File: src/rtl/d_reg_pkg.sv
// Shared types for the d_reg storage bank.
package d_reg_pkg;

  // Per-edge operation applied to every gated-on channel.
  typedef enum logic [1:0] {
    MODE_HOLD = 2'b00,
    MODE_LOAD = 2'b01,
    MODE_SHL  = 2'b10,
    MODE_SHR  = 2'b11
  } mode_e;

endpackage

File: src/rtl/d_reg_chan.sv
// Single storage channel: WIDTH-bit register with hold/load/shift modes,
// clock enable, sticky change flag and complemented output.
module d_reg_chan
  import d_reg_pkg::*;
#(
  parameter int unsigned      WIDTH   = 8,
  parameter logic [WIDTH-1:0] RST_VAL = '0,
  parameter bit               ROTATE  = 1'b0
) (
  input  logic             clk,
  input  logic             rst_n,
  input  logic             g,
  input  logic [1:0]       mode,
  input  logic [WIDTH-1:0] d,
  input  logic             si,
  input  logic             clr,
  output logic [WIDTH-1:0] q,
  output logic [WIDTH-1:0] qn,
  output logic             chg
);

  logic [WIDTH-1:0] q_q, q_d;
  logic             chg_q, chg_d;
  logic             shl_bit, shr_bit;
  mode_e            mode_sel;

  assign mode_sel = mode_e'(mode);

  // Rotate mode recirculates the bit falling off the opposite end instead of si.
  assign shl_bit = ROTATE ? q_q[WIDTH-1] : si;
  assign shr_bit = ROTATE ? q_q[0]       : si;

  // Next value of the register; gate low forces hold.
  always_comb begin
    q_d = q_q;
    if (g) begin
      unique case (mode_sel)
        MODE_HOLD: q_d = q_q;
        MODE_LOAD: q_d = d;
        MODE_SHL:  q_d = {q_q[WIDTH-2:0], shl_bit};
        MODE_SHR:  q_d = {shr_bit, q_q[WIDTH-1:1]};
        default:   q_d = q_q;
      endcase
    end
  end

  // Change flag: a real value change on this edge beats a simultaneous clear.
  always_comb begin
    chg_d = (chg_q & ~clr) | (q_d != q_q);
  end

  // State registers with asynchronous reset.
  always_ff @(posedge clk or negedge rst_n) begin
    if (!rst_n) begin
      q_q   <= RST_VAL;
      chg_q <= 1'b0;
    end else begin
      q_q   <= q_d;
      chg_q <= chg_d;
    end
  end

  assign q   = q_q;
  assign qn  = ~q_q;
  assign chg = chg_q;

endmodule

File: src/rtl/d_reg_bank.sv
// Multi-channel storage bank: NUM_CH independent d_reg_chan instances
// sharing clock, reset and mode, with packed data buses.
module d_reg_bank
  import d_reg_pkg::*;
#(
  parameter int unsigned      WIDTH   = 8,
  parameter int unsigned      NUM_CH  = 2,
  parameter logic [WIDTH-1:0] RST_VAL = '0,
  parameter bit               ROTATE  = 1'b0
) (
  input  logic                    clk,
  input  logic                    rst_n,
  input  logic [NUM_CH-1:0]       g,
  input  logic [1:0]              mode,
  input  logic [NUM_CH*WIDTH-1:0] d,
  input  logic [NUM_CH-1:0]       si,
  input  logic [NUM_CH-1:0]       clr,
  output logic [NUM_CH*WIDTH-1:0] q,
  output logic [NUM_CH*WIDTH-1:0] qn,
  output logic [NUM_CH-1:0]       chg
);

  for (genvar c = 0; c < NUM_CH; c++) begin : gen_chan
    d_reg_chan #(
      .WIDTH  (WIDTH),
      .RST_VAL(RST_VAL),
      .ROTATE (ROTATE)
    ) u_chan (
      .clk  (clk),
      .rst_n(rst_n),
      .g    (g[c]),
      .mode (mode),
      .d    (d[c*WIDTH +: WIDTH]),
      .si   (si[c]),
      .clr  (clr[c]),
      .q    (q[c*WIDTH +: WIDTH]),
      .qn   (qn[c*WIDTH +: WIDTH]),
      .chg  (chg[c])
    );
  end

endmodule

File: config.mk
export PLATFORM = sky130hd
export DESIGN_NAME = d_reg_bank
export DESIGN_NICKNAME = d
export VERILOG_FILES = /design/src/rtl/d_reg_pkg.sv /design/src/rtl/d_reg_chan.sv /design/src/rtl/d_reg_bank.sv
export SDC_FILE = /design/constraint.sdc
export NUM_CORES = 1
export LEC_CHECK = 0
export ABC_CLOCK_PERIOD_IN_PS = 1950
export CORE_MARGIN = 8
export CORE_UTILIZATION = 45
export DETAILED_ROUTE_END_ITERATION = 6
export GPL_ROUTABILITY_DRIVEN = 1
export PLACE_DENSITY = 0.8
export SETUP_SLACK_MARGIN = 0.3
export SLEW_MARGIN = 25
export SYNTH_ARGS = -nofsm -noshare
export SYNTH_HDL_FRONTEND = slang
export SYNTH_SLANG_ARGS = --single-unit
File: constraint.sdc
create_clock -name clk -period 1.95 [get_ports clk]
set_input_delay 0.585 -clock clk [delete_from_list [all_inputs] [get_ports clk]]
set_output_delay 0.585 -clock clk [all_outputs]
set_load 0.005 [all_outputs]
Word level (Yosys, flattened, before mapping). Index checks and enable logic that the tools add are counted.

Multipliers: 0. Add/sub/neg operators: 0. Div/mod/pow operators: 0. Bitwise operators: 8. $lt $le $gt $ge: 0. Shifts and indexed selects: 0. Reduce and logical (&&, ||, !) cells: 1. Equality and inequality tests: 5. Multiplexer cells: 4.

Operators with widths (number): $pmux W8 S4 (2); $mux W8 (2); $ne A8 B8 Y1 (2); $not A8 Y8 (2); $eq A2 B2 Y1 const B (2); $and A1 B1 Y1 (2); $eq A2 B1 Y1 const B (1); $logic_not A2 Y1 (1); $not A1 Y1 (2); $or A1 B1 Y1 (2).

Bits in read-only memories: 0. Logic and storage cells: 22. Output and inout bits: 34. Latch bits: 0. RAM bits: 0. Register bits: 18. Memories kept: 0. Input port bits: 26.

Logic depth before layout (Yosys ltp). Gate-level depths: netlist (run 1).

Depth after elaboration: 5. Gate-level depth with buffers: 8.

Modules after synthesis. Synthesis (run 1) repeated with hierarchy kept, for this count alone.

Cell total of the unflattened synthesis: 192. Area total of the unflattened synthesis: 1540.2 um^2.

Modules (own cells, without submodules): d_reg_chan at gen_chan[0].u_chan (seq. area each 225.2 um^2, cells an instance 93, area each 782.0 um^2, times used 1); d_reg_chan at gen_chan[1].u_chan (seq. area each 225.2 um^2, cells an instance 99, area each 758.2 um^2, times used 1).

Least setup slack after synthesis (run 1). No wires, ideal clock.

Path type: input-to-reg. Start: input mode[1]. End: register gen_chan[1].u_chan.chg_q. Arrival: 1650 ps. Stages: 7. Path buffers: 2. Path slack: 158 ps. Setup time: 142 ps. Cells stage by stage: buf_6 -> buf_6 -> mux2i_1 -> xnor2_1 -> o2111ai_1 -> nor4_2 -> o211ai_1.

Cells in the longest elaborated chain, start to end: 5.

RTL lines: from (decl) (RTL line d_reg_bank.sv:14) `input logic [1:0] mode,`; $eq A2 B2 Y1, or another cell as far along (RTL line d_reg_chan.sv:37) `unique case (mode_sel)`; $pmux W8 S4 * (RTL line d_reg_chan.sv:37); $mux W8 * (RTL line d_reg_chan.sv:36) `if (g) begin`; $ne A8 B8 Y1 * (RTL line d_reg_chan.sv:49) `chg_d = (chg_q & ~clr) | (q_d != q_q);`; $or A1 B1 Y1 * (RTL line d_reg_chan.sv:49); via gen_chan[1].u_chan.chg_d (RTL line d_reg_chan.sv:23) `logic chg_q, chg_d;`; to (signal assigned) (RTL line d_reg_chan.sv:59) `chg_q <= chg_d;`; to (decl) (RTL line d_reg_chan.sv:23).

The timed path passes the listed nets; every way through them passes the cells marked *.

Final worst setup path (run 1).
Start: input d[3]. End: register gen_chan[0].u_chan.chg_q.

Cells in the longest elaborated chain, start to end: 4.

RTL lines: from (decl) (RTL line d_reg_bank.sv:15) `input logic [NUM_CH*WIDTH-1:0] d,`; $pmux W8 S4 (RTL line d_reg_chan.sv:37); $mux W8 (RTL line d_reg_chan.sv:36); $ne A8 B8 Y1 (RTL line d_reg_chan.sv:49); $or A1 B1 Y1 (RTL line d_reg_chan.sv:49); via gen_chan[0].u_chan.chg_d (RTL line d_reg_chan.sv:23); to (signal assigned) (RTL line d_reg_chan.sv:59); to (decl) (RTL line d_reg_chan.sv:23).

The timed path passes the listed nets, and every way through them passes these cells.

==> impl_metrics.toml, run 1 <==
[final_layout]
synthToLayoutAreaGrowth_pct = 83.60
multi_input_area_um2 = 1252
stdcell_area_um2 = 3179
drive_gt1_frac = 0.4490
fillers = 200
layout_commonest_cell = "buf_4"
diodes = 0
seq_area_um2 = 464.2
final_cell_mix = "buf_4 (77), dlygate4sd2_1 (27), nor2_1 (19), nand2_1 (18), inv_1 (15)"
final_cell_count_no_fill = 391
nNetsFinal = 371

[global_route]
overflow = 0
grt_start_max_net_pins = 19
grt_pass1_vias = 2234
grt_use_total = 0.2173
grt_antenna_before_repair = 0
grt_pass1_wl_um = 11070

[power]
finalPower_uw = 2124
p_leak_uw = 0.001559
powerDensity_nw_per_um2 = 668.2
max-vdd-ir-drop_uv = 508.6

[setup_path]
critPathArrivalTime_ns = 1.98
crit_end = "gen_chan[0].u_chan.chg$_DFF_PN0_"
rrSetupSlack_ns = 0.18
worstPathMaxFanout = 3
r2r_cells = 8
worstSetupStartpoint = "d[3]"
start_kind = "input pin"
r2r_start = "gen_chan[0].u_chan.q[1]$_DFF_PN0_"
r2r-end = "gen_chan[0].u_chan.chg$_DFF_PN0_"
crit_type = "in2reg"
crit_required_ns = 2.07
end_kind = "flip-flop"

[synthesis]
yosys.area.top_type_share = 0.2601
synth-adder-area-share = 0
synth_warnings = 0
synthCells = 219
synth_top_family_by_area = "compound AO/OA/AOI/OAI gates"
async_reset_ff_frac = 1.000
ys_ff_latch = 18
synth-simple-area-share = 0.1980
synthMuxAreaShare = 0.1019
synth_edf_count = 0
synth_compound_area_frac = 0.3071
syn_avg_cell_area_um2 = 7.907
synth_nets = 245
ys_seq_area_frac = 0.2601
synthDistinctLibCells = 43
synth-xor-area-share = 0.01517
ys.flop_type = "dfrtp_1"
synth_area_leader_cell = "dfrtp_1"
ys_top_cells_by_area = "dfrtp_1 (26%), mux2i_1 (6.9%), o221a_2 (5.9%), nand2_1 (4.1%), nor2_1 (4.1%)"
syn_area_um2 = 1732

[min_path]
hold_class = "reg2reg"

[sta]
post-route-period-util = 0.9547
slew-limit-headroom = 0.7376
whs_ns = 0.5971
hold_viol_final = 0
worst_slew_pin_slew_ns = 0.3935
setup_viol = 0
rsz0062_at_grt = "true"
fin_skew_ns = 0.005204
max_freq_ghz = 0.5372
final.setup.tns_ns = 0
final-max-slew-violation-count = 0
period_needed_ns = 1.862

[die]
die_h_um = 78.04
start_util = 0.4695
io-pin-count = 60
dieArea_um2 = 6089
rows = 22
die_w_um = 78.04
core_area_um2 = 3689

[drt]
vias_per_cell = 6.522
drt_first_pass_iters = 5
vias = 2550
drt_iter0_markers = 369
drc = 0
postRouteWirelength_um = 8876
ant_nets = 0
avgRoutedWirePerCell_um = 22.70

[clocking]
cts_hold_buffers = 0
htreeDepth = 1
path_clk_slew_ns = 0.08
clk_latency_ns = 0.26
cts_sinks = 18
cts_tree = "built"
cts_root_buf = "clkbuf_8"
clk_path_buf_depth = 2
numCtsBuffers = 3

[placed_design]
dp_hpwl_um = 4614
placedCellCount = 352
gp_congestion = 1.016
portBuffers = 59
placed_area_um2 = 2638

[status]
status = "finished clean"

[run]
maxCapViolCount = 0
## synth_stat cells, drive strengths merged, types with 2 or more instances
library cell and instances:
o21ai 11, nand3 5, nand2 19, clkbuf 7, dfrtp 18, o221a 9, mux2 4, mux2i 12
a21o 4, buf 16, o211ai 2, a31oi 9, a211oi 5, inv 18, o2111ai 4, nand2b 3
nor2 19, a21oi 13, a22oi 7, o211a 2, o22ai 2, nor3b 4, xnor2 2, nor2b 9
## metal layers
metal	vias up	track usage	share of wire
met5	-	0	0
met4	0	0.08519	0.065
met3	63	0.04100	0.13
met2	254	0.3634	0.44
met1	1185	0.2697	0.36
li1	1048	-	-
## worst max-delay path, cell delays in order
cell             delay (ns)
clkdlybuf4s50_1        0.41
mux2i_1                0.25
o21ai_0                0.20
a222oi_1               0.38
o2111ai_2              0.16
## how the worst min path moves through the flow
| stage | from | endpoint | slack [ns] | cells past startpoint |
|---|---|---|---|---|
| after detailed placement | gen_chan[1].u_chan.q[4]$_DFF_PN0_ | gen_chan[1].u_chan.q[4]$_DFF_PN0_ | 0.57 | 2 |
| after CTS | gen_chan[0].u_chan.q[7]$_DFF_PN0_ | gen_chan[0].u_chan.q[7]$_DFF_PN0_ | 0.59 | 2 |
| after global placement | gen_chan[1].u_chan.q[4]$_DFF_PN0_ | gen_chan[1].u_chan.q[4]$_DFF_PN0_ | 0.57 | 2 |
| after global routing | gen_chan[0].u_chan.q[7]$_DFF_PN0_ | gen_chan[0].u_chan.q[7]$_DFF_PN0_ | 0.65 | 2 |
| final | gen_chan[0].u_chan.q[5]$_DFF_PN0_ | gen_chan[0].u_chan.q[5]$_DFF_PN0_ | 0.60 | 2 |
| after floorplan | rst_n | gen_chan[0].u_chan.chg$_DFF_PN0_ | 0.29 | 0 |
## registers in the layout (all words and copies together) (netlist names)
register,count
gen_chan.u_chan.q,16
gen_chan.u_chan.chg,2
## what timing repair did
| action | in CTS | in global routing |
|---|---|---|
| endpoints found under the setup margin | 44 | 18 |
| gates resized for setup | 61 | 68 |
| cloned | 1 | 1 |
| pin swaps | 10 | 18 |
| buffers inserted | 28 | 6 |
## cell families (layout without fill, tap and decap cells)
logic type             Yosys count  after routing
AO/OA/AOI/OAI                   74             74
XOR/XNOR                         3              3
buffers and inverters           41            165
flip-flops                      18             18
multiplexers                    16             16
AND/OR/NAND/NOR                 67             67
## stage by stage
step	setup WS, ns	utilization
floorplan	0.1627	-
global placement	-0.2944	0.7151
detailed placement	-0.3635	0.7151
CTS	0.1284	0.7900
global route	0.02593	0.8619
finish	0.08840	0.8619
## power by group
part / switching [uW] / total, uW / internal (uW)
Sequential: 57.2 / 507 / 449
Combinational: 662 / 1340 / 679
Clock: 139 / 276 / 138
## layout make-up
class / instances / share of cell area
Timing Repair Buffer: 144 / 0.4069
Sequential cell: 18 / 0.1460
Clock buffer: 3 / 0.01299
Multi-Input combinational cell: 160 / 0.3939
Tap cell: 48 / 0.01889
Inverter: 18 / 0.02125
No activity file was read; power rests on OpenSTA's default activity.
==> run 2: changes to the inputs <==
Settings changed: CORE_UTILIZATION 45 to 44, PLACE_DENSITY 0.8 to 0.81, SYNTH_HIERARCHICAL set to 1.
==> run 2 against run 1 <==
  * The flow now finishes with violations (DRC)
  * Clock skew fell by 0.0046 ns
  * Non-clock buffer count is 2 lower
  * Sequential share of layout area grew 0.76 points
  * Worst hold slack got worse by 0.0058 ns
  * Critical path type unchanged
  * Largest cell class unchanged
  * Largest power group unchanged
==> impl_metrics.toml, run 2 <==
[drt]
drt_first_pass_iters = 7
postRouteWirelength_um = 8751
vias = 2479
drt_iter0_markers = 584
avgRoutedWirePerCell_um = 23.78
drc = 3
vias_per_cell = 6.736
ant_nets = 0

[synthesis]
synth_edf_count = 0
synth_nets = 218
syn_area_um2 = 1540
yosysMostFrequentCell = "inv_1"
syn_avg_cell_area_um2 = 8.022
synthCells = 192
synth_common_cells = "inv_1 (19), dfrtp_1 (18), nor2_1 (18), mux2i_1 (14)"
async_reset_ff_frac = 1.000
yosys.area.top_type_share = 0.2924
ys_ff_latch = 18
synth_warnings = 6
ys.flop_type = "dfrtp_1"
synthDistinctLibCells = 48
synth_area_leader_cell = "dfrtp_1"
ys_seq_area_frac = 0.2924
ys_top_cells_by_area = "dfrtp_1 (29%), mux2i_1 (9.1%), a31oi_1 (4.9%), inv_1 (4.6%), nor2_1 (4.4%)"

[setup_path]
start_kind = "input pin"
r2r_start = "gen_chan[0].u_chan/q[2]$_DFF_PN0_"
crit_type = "in2reg"
worstPathMaxFanout = 3
critPathArrivalTime_ns = 2.08
worstSetupStartpoint = "d[1]"
crit_required_ns = 2.12
r2r_cells = 7
end_kind = "flip-flop"

[clocking]
numCtsBuffers = 3
cts_sinks = 18
htreeDepth = 1
cts_root_buf = "clkbuf_4"
clk_latency_ns = 0.31
path_clk_slew_ns = 0.12
clk_path_buf_depth = 2
cts_tree = "built"

[sta]
max_freq_ghz = 0.5260
slew-limit-headroom = 0.7273
worst_slew_pin_slew_ns = 0.4067
setup_viol = 0
final.setup.tns_ns = 0
timing.final.ws_setup_ns = 0.04883
period_needed_ns = 1.901
hold_viol_final = 0
rsz0062_at_grt = "true"
post-route-period-util = 0.9750
final-max-slew-violation-count = 0
fin_skew_ns = 0.0005981

[final_layout]
layout_commonest_cell = "buf_4"
largest_register_ffs = 16
drive_gt1_frac = 0.4845
nNetsFinal = 350
final_cell_mix = "buf_4 (72), dlygate4sd2_1 (21), nor2_1 (18), buf_6 (14), clkdlybuf4s50_1 (13)"
synthToLayoutAreaGrowth_pct = 95.61
diodes = 0
postLayoutCoreUtil = 0.8958
fillers = 149
stdcell_area_um2 = 3013

[power]
p_leak_uw = 0.001390
p_clk_frac = 0.104
p_sw_uw = 857.1
p_seq_frac = 0.238
powerDensity_nw_per_um2 = 683.5
p_comb_frac = 0.657
p_int_uw = 1202
p_sw_frac = 0.4163
max-vdd-ir-drop_uv = 556.2

[status]
status = "complete, but fails checks"
violations = "DRC"

[global_route]
grt_start_max_net_pins = 19
grt_antenna_before_repair = 0
overflow = 0
grt_pass1_vias = 2072
grt_pass1_wl_um = 10570
grt_use_total = 0.2406

[placed_design]
gp_congestion = 0.9827
dp_hpwl_um = 4075
portBuffers = 59
place_ws_ns = -0.3525
placed_area_um2 = 2389

[die]
io-pin-count = 60
start_util = 0.4580
core_area_um2 = 3363
die_w_um = 75.17
dieArea_um2 = 5650
rows = 21
die_h_um = 75.17

[run]
maxCapViolCount = 0

[min_path]
hold_class = "in2async"
## run 2: what timing repair did
| action | 4_1_cts | 5_1_grt |
|---|---|---|
| pin swaps | 8 | 12 |
| setup buffers | 40 | 6 |
| setup endpoints to repair | 44 | 24 |
| gates resized for setup | 78 | 92 |
| cloned | 1 | 0 |
| hold buffers | 0 | 0 |
## run 2: per-layer routing
layer	global-route usage	vias to the layer above	wire length, um
met5	0	-	0
li1	-	990	-
met2	0.3848	288	3911
met1	0.3100	1122	3047
met4	0.1045	0	627
met3	0.03862	79	1163
## run 2: path summary, 6_finish.rpt
kind,end,slack (ns)
max in group asynchronous,gen_chan[1].u_chan/q[4]$_DFF_PN0_,1.14
worst max-delay path,gen_chan[0].u_chan/chg$_DFF_PN0_,0.05
worst max register to register,gen_chan[0].u_chan/chg$_DFF_PN0_,0.11
min in group clk,gen_chan[0].u_chan/q[6]$_DFF_PN0_,0.70
worst min register to register,gen_chan[0].u_chan/q[6]$_DFF_PN0_,0.70
worst min-delay path,gen_chan[0].u_chan/q[4]$_DFF_PN0_,0.59
## run 2: metrics by stage
stage	std cells	hold slack (ns)	total power, uW
after floorplan	192	0.2894	915.0
after global placement	318	0.5960	1383
after detailed placement	318	0.6146	1396
after CTS	362	0.6077	1757
after global routing	368	0.6036	2138
final	368	0.5913	2059
## run 2: kinds of logic (layout without fill, tap and decap cells)
group / Yosys count / in the layout / synth area share
flops: 18 / 18 / 0.2924
simple gates: 50 / 50 / 0.1633
buf+inv: 34 / 164 / 0.09911
xor+xnor: 2 / 2 / 0.01137
mux: 16 / 16 / 0.1056
compound gates: 72 / 72 / 0.3282
## run 2: critical path, cell delays in order
cell,delay [ns]
clkdlybuf4s50_1,0.54
mux2i_4,0.10
a222oi_1,0.29
o221ai_1,0.18
a31oi_1,0.23
o211ai_1,0.16
## run 2: power by group through the flow
stage | Combinational [uW] | Clock, uW | Sequential (uW)
2_1_floorplan | 393 | 0 | 522
3_3_place_gp | 826 | 0 | 557
3_5_place_dp | 836 | 0 | 560
4_1_cts | 1070 | 201 | 483
5_1_grt | 1410 | 232 | 496
6_report | 1350 | 215 | 491
## run 2: cell type report
cell class / count / area [um^2] / share of cell area
Sequential cell: 18 / 462.9 / 0.1537
Clock buffer: 3 / 22.52 / 0.007475
Multi-Input combinational cell: 140 / 1127 / 0.3742
Inverter: 19 / 93.84 / 0.03115
Tap cell: 46 / 57.56 / 0.01910
Timing Repair Buffer: 142 / 1249 / 0.4145
